===== src/rtl/mem_port_arbiter.sv =====
// Arbiter sharing one synchronous-read SRAM between the instruction-fetch and data ports.
// MEM has priority; a streak counter guarantees IF a grant after MAX_DM_STREAK MEM wins.
module mem_port_arbiter #(
   parameter int unsigned MAX_DM_STREAK = 4
) (
   input  logic        i_clk,
   input  logic        i_rst,
   input  logic        i_if_req,
   input  logic [31:0] i_if_addr,
   output logic        o_if_gnt,
   output logic        o_if_rvalid,
   output logic [31:0] o_if_rdata,
   input  logic        i_dm_req,
   input  logic        i_dm_wr,
   input  logic [31:0] i_dm_addr,
   input  logic [3:0]  i_dm_wen,
   input  logic [31:0] i_dm_wdata,
   output logic        o_dm_gnt,
   output logic        o_dm_rvalid,
   output logic [31:0] o_dm_rdata,
   output logic [31:0] o_ram_addr,
   output logic [3:0]  o_ram_wen,
   output logic [31:0] o_ram_wdata,
   input  logic [31:0] i_ram_rdata,
   output logic        o_ram_ce_n,
   output logic        o_ram_oe_n,
   output logic        o_ram_we_n,
   output logic        o_busy
);

   localparam int unsigned SW = $clog2(MAX_DM_STREAK + 1);
   localparam logic [SW-1:0] STREAK_MAX = SW'(MAX_DM_STREAK);

   typedef enum logic [0:0] {
      ST_IDLE    = 1'b0,
      ST_RD_WAIT = 1'b1
   } state_t;

   typedef enum logic [0:0] {
      OWN_IF  = 1'b0,
      OWN_MEM = 1'b1
   } owner_t;

   state_t        r_state;
   state_t        w_state_nxt;
   owner_t        r_owner;
   owner_t        w_owner_nxt;
   logic [SW-1:0] r_streak;
   logic [SW-1:0] w_streak_nxt;
   logic          w_if_gnt;
   logic          w_dm_gnt;
   logic          w_rd_gnt;
   logic          w_wr_gnt;

   // Arbitration: only in IDLE and never while reset is asserted.
   always_comb begin
      w_if_gnt = 1'b0;
      w_dm_gnt = 1'b0;
      if (!i_rst && (r_state == ST_IDLE)) begin
         if (i_dm_req && !(i_if_req && (r_streak == STREAK_MAX))) begin
            w_dm_gnt = 1'b1;
         end else if (i_if_req) begin
            w_if_gnt = 1'b1;
         end else begin
            w_if_gnt = 1'b0;
         end
      end else begin
         w_dm_gnt = 1'b0;
      end
      w_rd_gnt = w_if_gnt | (w_dm_gnt & ~i_dm_wr);
      w_wr_gnt = w_dm_gnt & i_dm_wr;
   end

   // Next-state, owner and streak update logic.
   always_comb begin
      w_state_nxt  = r_state;
      w_owner_nxt  = r_owner;
      w_streak_nxt = r_streak;
      case (r_state)
         ST_IDLE: begin
            if (w_rd_gnt) begin
               w_state_nxt = ST_RD_WAIT;
               w_owner_nxt = w_dm_gnt ? OWN_MEM : OWN_IF;
            end else begin
               w_state_nxt = ST_IDLE;
            end
         end
         ST_RD_WAIT: begin
            w_state_nxt = ST_IDLE;
         end
         default: begin
            w_state_nxt = ST_IDLE;
         end
      endcase
      if (w_if_gnt) begin
         w_streak_nxt = {SW{1'b0}};
      end else if (w_dm_gnt && i_if_req && (r_streak != STREAK_MAX)) begin
         w_streak_nxt = r_streak + SW'(1);
      end else begin
         w_streak_nxt = r_streak;
      end
   end

   // State, owner and streak registers with synchronous reset.
   always_ff @(posedge i_clk) begin
      if (i_rst) begin
         r_state  <= ST_IDLE;
         r_owner  <= OWN_IF;
         r_streak <= {SW{1'b0}};
      end else begin
         r_state  <= w_state_nxt;
         r_owner  <= w_owner_nxt;
         r_streak <= w_streak_nxt;
      end
   end

   // SRAM pin drive: the granted payload, otherwise an idle bus.
   always_comb begin
      o_ram_addr  = 32'h0000_0000;
      o_ram_wen   = 4'b0000;
      o_ram_wdata = 32'h0000_0000;
      o_ram_ce_n  = 1'b1;
      o_ram_oe_n  = 1'b1;
      o_ram_we_n  = 1'b1;
      if (w_wr_gnt) begin
         o_ram_addr  = i_dm_addr;
         o_ram_wen   = i_dm_wen;
         o_ram_wdata = i_dm_wdata;
         o_ram_ce_n  = 1'b0;
         o_ram_we_n  = 1'b0;
      end else if (w_rd_gnt) begin
         o_ram_addr = w_dm_gnt ? i_dm_addr : i_if_addr;
         o_ram_ce_n = 1'b0;
         o_ram_oe_n = 1'b0;
      end else begin
         o_ram_ce_n = 1'b1;
      end
   end

   // Response side is derived from registered state; reset masks a pending return.
   always_comb begin
      o_if_gnt    = w_if_gnt;
      o_dm_gnt    = w_dm_gnt;
      o_busy      = (r_state == ST_RD_WAIT);
      o_if_rvalid = !i_rst && (r_state == ST_RD_WAIT) && (r_owner == OWN_IF);
      o_dm_rvalid = !i_rst && (r_state == ST_RD_WAIT) && (r_owner == OWN_MEM);
      o_if_rdata  = i_ram_rdata;
      o_dm_rdata  = i_ram_rdata;
   end

endmodule


===== config.mk =====
export PLATFORM = sky130hd
export DESIGN_NAME = mem_port_arbiter
export DESIGN_NICKNAME = d
export VERILOG_FILES = /design/src/rtl/mem_port_arbiter.sv
export SDC_FILE = /design/constraint.sdc
export NUM_CORES = 1
export LEC_CHECK = 0
export ABC_AREA = 1
export BUFFER_PORTS_ARGS = -buffer_cell sky130_fd_sc_hd__buf_2
export CORE_AREA = 2 2 107 109
export CTS_CLUSTER_DIAMETER = 30
export DETAILED_ROUTE_END_ITERATION = 8
export DIE_AREA = 0 0 109 111
export PLACE_DENSITY_LB_ADDON = 0.1
export SYNTH_ARGS = -nofsm -noshare
export SYNTH_HDL_FRONTEND = slang
export SYNTH_SLANG_ARGS = --single-unit
export TNS_END_PERCENT = 100

===== constraint.sdc =====
create_clock -name i_clk -period 3.47 [get_ports i_clk]
set_input_delay 0.5205 -clock i_clk [delete_from_list [all_inputs] [get_ports i_clk]]
set_output_delay 0.5205 -clock i_clk [all_outputs]
set_load 0.005 [all_outputs]

# Word-level counts from Yosys, hierarchy flattened
# Index checks and enable logic that the tools add are counted.
dict set report totals {
  ff_bits 5
  inputBits 137
}
dict set report classes {
  addsub 1
  n_eq_ne 2
  mux 17
  bitwise_logic 6
  reduce_logical 12
}
# operator n
set op_table {}
lappend op_table {{two-way mux 32 bit} 4}
lappend op_table {{two-way mux 1 bit} 11}
lappend op_table {{logical AND 1 bit} 8}
lappend op_table {{two-way mux 4 bit} 1}
lappend op_table {{adder 3 x 1 -> 3 bit (second input constant)} 1}
lappend op_table {{equality test 3 bit (second input constant)} 1}
lappend op_table {{inequality test 3 bit (second input constant)} 1}
lappend op_table {{inverter 1 bit} 3}
lappend op_table {{AND 1 bit} 2}
lappend op_table {{logical NOT 1 bit} 2}
lappend op_table {{case mux 1 bit (2 select lines)} 1}
lappend op_table {{AND reduction 2 bit} 1}
lappend op_table {{OR reduction 2 bit} 1}
lappend op_table {{OR 1 bit} 1}

# Logic depth before layout (Yosys ltp)
dict set report depth {
  depth_word 10
  mapped_depth 9
}

# Worst setup path before layout
# No wires, ideal clock.
dict set report synth_path {
  kind {register to output}
  from {register r_streak[0]}
  to {output o_ram_wdata[0]}
  t_arrival_ns 1.324
  required_time_ns 2.949
  slack_ns 1.625
  path_stages_with_launch 9
  path_buffers 1
  path_cell_list {dfxtp_1 -> inv_1 -> ha_1 -> nand3_2 -> nand3_4 -> nor2_4 -> inv_2 -> buf_6 -> nor2_1}
}
dict set report synth_between {
  elab_chain_len 8
}
# element line_no
set synth_lines {}
lappend synth_lines {{start: declaration} 48} ;# logic [SW-1:0] r_streak;
lappend synth_lines {{start signal: assignment} 109} ;# r_streak <= {SW{1'b0}};
lappend synth_lines {{start signal: assignment} 113} ;# r_streak <= w_streak_nxt;
lappend synth_lines {{equality test 3 bit} 60} ;# if (i_dm_req && !(i_if_req && (r_streak == STREAK_MAX))) begin
lappend synth_lines {{logical AND 1 bit} 60}
lappend synth_lines {{logical NOT 1 bit} 60}
lappend synth_lines {{logical AND 1 bit} 60}
lappend synth_lines {{two-way mux 1 bit} 60}
lappend synth_lines {{two-way mux 1 bit} 59} ;# if (!i_rst && (r_state == ST_IDLE)) begin
lappend synth_lines {{AND 1 bit} 71} ;# w_wr_gnt = w_dm_gnt & i_dm_wr;
lappend synth_lines {{two-way mux 32 bit} 125} ;# if (w_wr_gnt) begin
lappend synth_lines {{end: declaration} 23} ;# output logic [31:0] o_ram_wdata,
# Every way passes these cells.

# Worst setup path after layout
dict set report layout_path {
  from {register r_streak[0]}
  to {output o_ram_wdata[31]}
}
# The elaborated chain is that of the path after synthesis.

==> results.md <==
* Number of global-route vias before repair at 2,626
* Post-Syn Area at 2033 um2
* Worst EP arrival at 2.39 ns
* H-tree depth at 1
* Mapped Nets at 533
* Leakage at 1.828 nW
* Routed Antenna Nets at 0
* RSZ-0062 raised after global routing: false
* Period minus WS final at 2.907 ns
* Fin crit share at 0.8377
* Routed len/inst at 13.37 um
* Crit. End Element: output port
* Global-route wire length before repair at 12,800 um
* Count of cell types in the netlist at 22
* Sink Count at 5
* TritonRoute pass-1 iters at 4
* Largest net degree at the start of global routing at 38
* Worst r2r src: r_streak[0]
* Total global-route track usage at 0.1302
* Combinational power share at 0.501
* Die span in y at 111 um
* Fraction of layout cells with a size suffix above 1 at 0.4085
* Slew Viols, Final at 0
* GPL Wtd Cong at 0.7013
* Clock Skews at 0.0006182 ns
* Worst-case clock buffer depth at 2
* Int Pwr at 0.3212 mW
* PortBufs at 180
* Worst path required time at 2.95 ns
* Worst min path class: flop to flop
* Final setup fails at 0
* Slew margin rel. at 0.5347
* Slowest-stage cell, CP: inv_2
* Met1 GRT Util at 0.1524
* Syn-to-layout area delta at 28.43%
* Io pins at 277
* Power per cell area at 191.2 nW/um2
* Number of max-cap violations at 0
* Seq/Total Area, Yosys at 0.04923
* Dpl hpwl at 6723 um
* Layout Utilization at 0.2357
* ANT cells at 0
* WP buf/inv at 3
* Max Clk Rate at 0.3440 GHz
* CTS tree: yes
* Crit path kind: flop to output port
* Max FO, Critical Path at 37
* Psw at 0.1779 mW
* CTS buffer count at 3
* Worst-path cell chain: inv_1, ha_1, nand3_2, nand3_4, nor2_4, inv_2, nor2_1, buf_2
* CP Launch Point: r_streak[0]
* Vias at 2,629
* Die area at 12,100 um2
* Global route overflow at 0
* Sequential share of power at 0.125
* DRC violations left at 0
* Vias per cell at 4.108
* Gr busiest metal: met2
* Outcome: finished, final reports clean
* Clk Latency, worst-skew pair at 0.22 ns
* Routed wire length at 8555 um
* Post-CTS Repair Setup Buffers at 0
* Hold path startpoint: r_streak[0]
* Chip width at 109 um
* Largest delay share family, worst path: simple AND/OR/NAND/NOR gates
* CTS resizes at 0
* Worst-Margin Slew at 0.6956 ns
* Critical path's largest stage delay at 0.51 ns
* Final hold violations at 0
* Peak VDD IR at 201.0 uV
* Core Footprint at 11,080 um2
* Sw frac at 0.3564
* GR met3 Demand/Resource at 0.03233
* CP startpoint kind: flop
* Clock power frac at 0.374
* Clock Tree Root: clkbuf_16
* Synth Warn # at 0
* Clock transition at the registers of the reported paths at 0.03 ns
* Setup TNS at 0 ns
* Yosys reg bits at 5
* Initial cell density of the core at 0.1836
* Avg Synthesized Cell Area at 5.160 um2
* Initial antenna violation count at 0
* R2r setup slk at 1.53 ns
* Final net count at 637
* CTS Hold Buffers Added at 0
* Rows at 39
* Mapped Cells at 394
* DRT iter0 DRCs at 72
* Met2 Resource Use GR at 0.2393
metal layers:
layer | vias up | wire [um]
li1 | 1337 | -
met1 | 1154 | 3461
met2 | 125 | 4244
met3 | 13 | 802
met4 | 0 | 47
met5 | - | 0
synth_stat cells, drive strengths merged:
cell    instances  area share
a21oi           3      0.0074
and2            1      0.0031
buf            80        0.29
clkbuf          6       0.011
dfxtp           5       0.049
ha              2       0.012
inv            47       0.087
nand2         171        0.32
nand3           2       0.014
nand4          34        0.10
nor2           39       0.090
nor3            2      0.0049
o21ai           1      0.0025
xor2            1      0.0043
worst paths after layout:
| check | endpoint | depth (start not counted) |
|---|---|---|
| min reg2reg | r_streak[0] | 2 |
| max reg2reg | o_busy | 5 |
| min | r_streak[0] | 2 |
| max | o_ram_wdata[31] | 8 |
placed cells by master (no fill, tap or decap), types with 2 or more instances in the layout:
cell / synthesis / routed
buf_2: 8 / 180
nand2_1: 170 / 170
inv_1: 46 / 46
nand4_1: 34 / 34
nor2_1: 28 / 28
nor2_2: 9 / 9
dfxtp_1: 5 / 5
buf_4: 64 / 5
a21oi_1: 3 / 3
clkbuf_16: 0 / 3
nor2_4: 2 / 2
nor3_1: 2 / 2
ha_1: 2 / 2
power by group through the flow:
stage | sequential (mW) | combinational [mW] | clock [mW]
2_1_floorplan | 0.0630 | 0.186 | 0
3_3_place_gp | 0.0634 | 0.255 | 0
3_5_place_dp | 0.0634 | 0.255 | 0
4_1_cts | 0.0627 | 0.256 | 0.190
5_1_grt | 0.0628 | 0.285 | 0.196
6_report | 0.0626 | 0.250 | 0.187
area by class of cell:
| class | instances | area (um2) |
|---|---|---|
| clock buffer | 4 | 78.83 |
| fill | 1326 | 8466 |
| inverter | 47 | 176.4 |
| multi-input combinational | 256 | 1139 |
| sequential | 5 | 100.1 |
| tap | 143 | 178.9 |
| timing repair buffer | 185 | 938.4 |
worst register-to-register path, stage by stage, from the launching register on:
cell and delay [ns]:
dfxtp_1 0.31, inv_1 0.07, ha_1 0.18, nand3_2 0.37, nand4_1 0.25, nand2_2 0.43
metrics by stage:
stage / cells / power, mW / hold WS [ns] / area, um2 / worst slack [ns]
after CTS: 640 / 0.5088 / 0.4895 / 2611 / 0.5064
after detailed placement: 636 / 0.3179 / 0.4833 / 2532 / 0.6690
after floorplan: 394 / 0.2491 / 0.4621 / 2033 / 1.625
after global routing: 640 / 0.5444 / 0.5179 / 2611 / 0.2725
final: 640 / 0.4991 / 0.4851 / 2611 / 0.5630
after global placement: 636 / 0.3184 / 0.4844 / 2532 / 0.7068
cell families (layout without fill, tap and decap cells):
logic type	Yosys count	in the layout	share of synthesized area
adders and majority gates	2	2	0.01231
xor gates and xnor gates	1	1	0.004308
DFF	5	5	0.04923
buffers and inverters	133	236	0.3908
AOI/OAI and AO/OA	4	4	0.009842
and+or+nand+nor	249	249	0.5335
registers in the layout (all words and copies together) (netlist names):
signal	cells
r_owner	1
o_busy	1
r_streak	3
(Power assumes the default switching activity.)
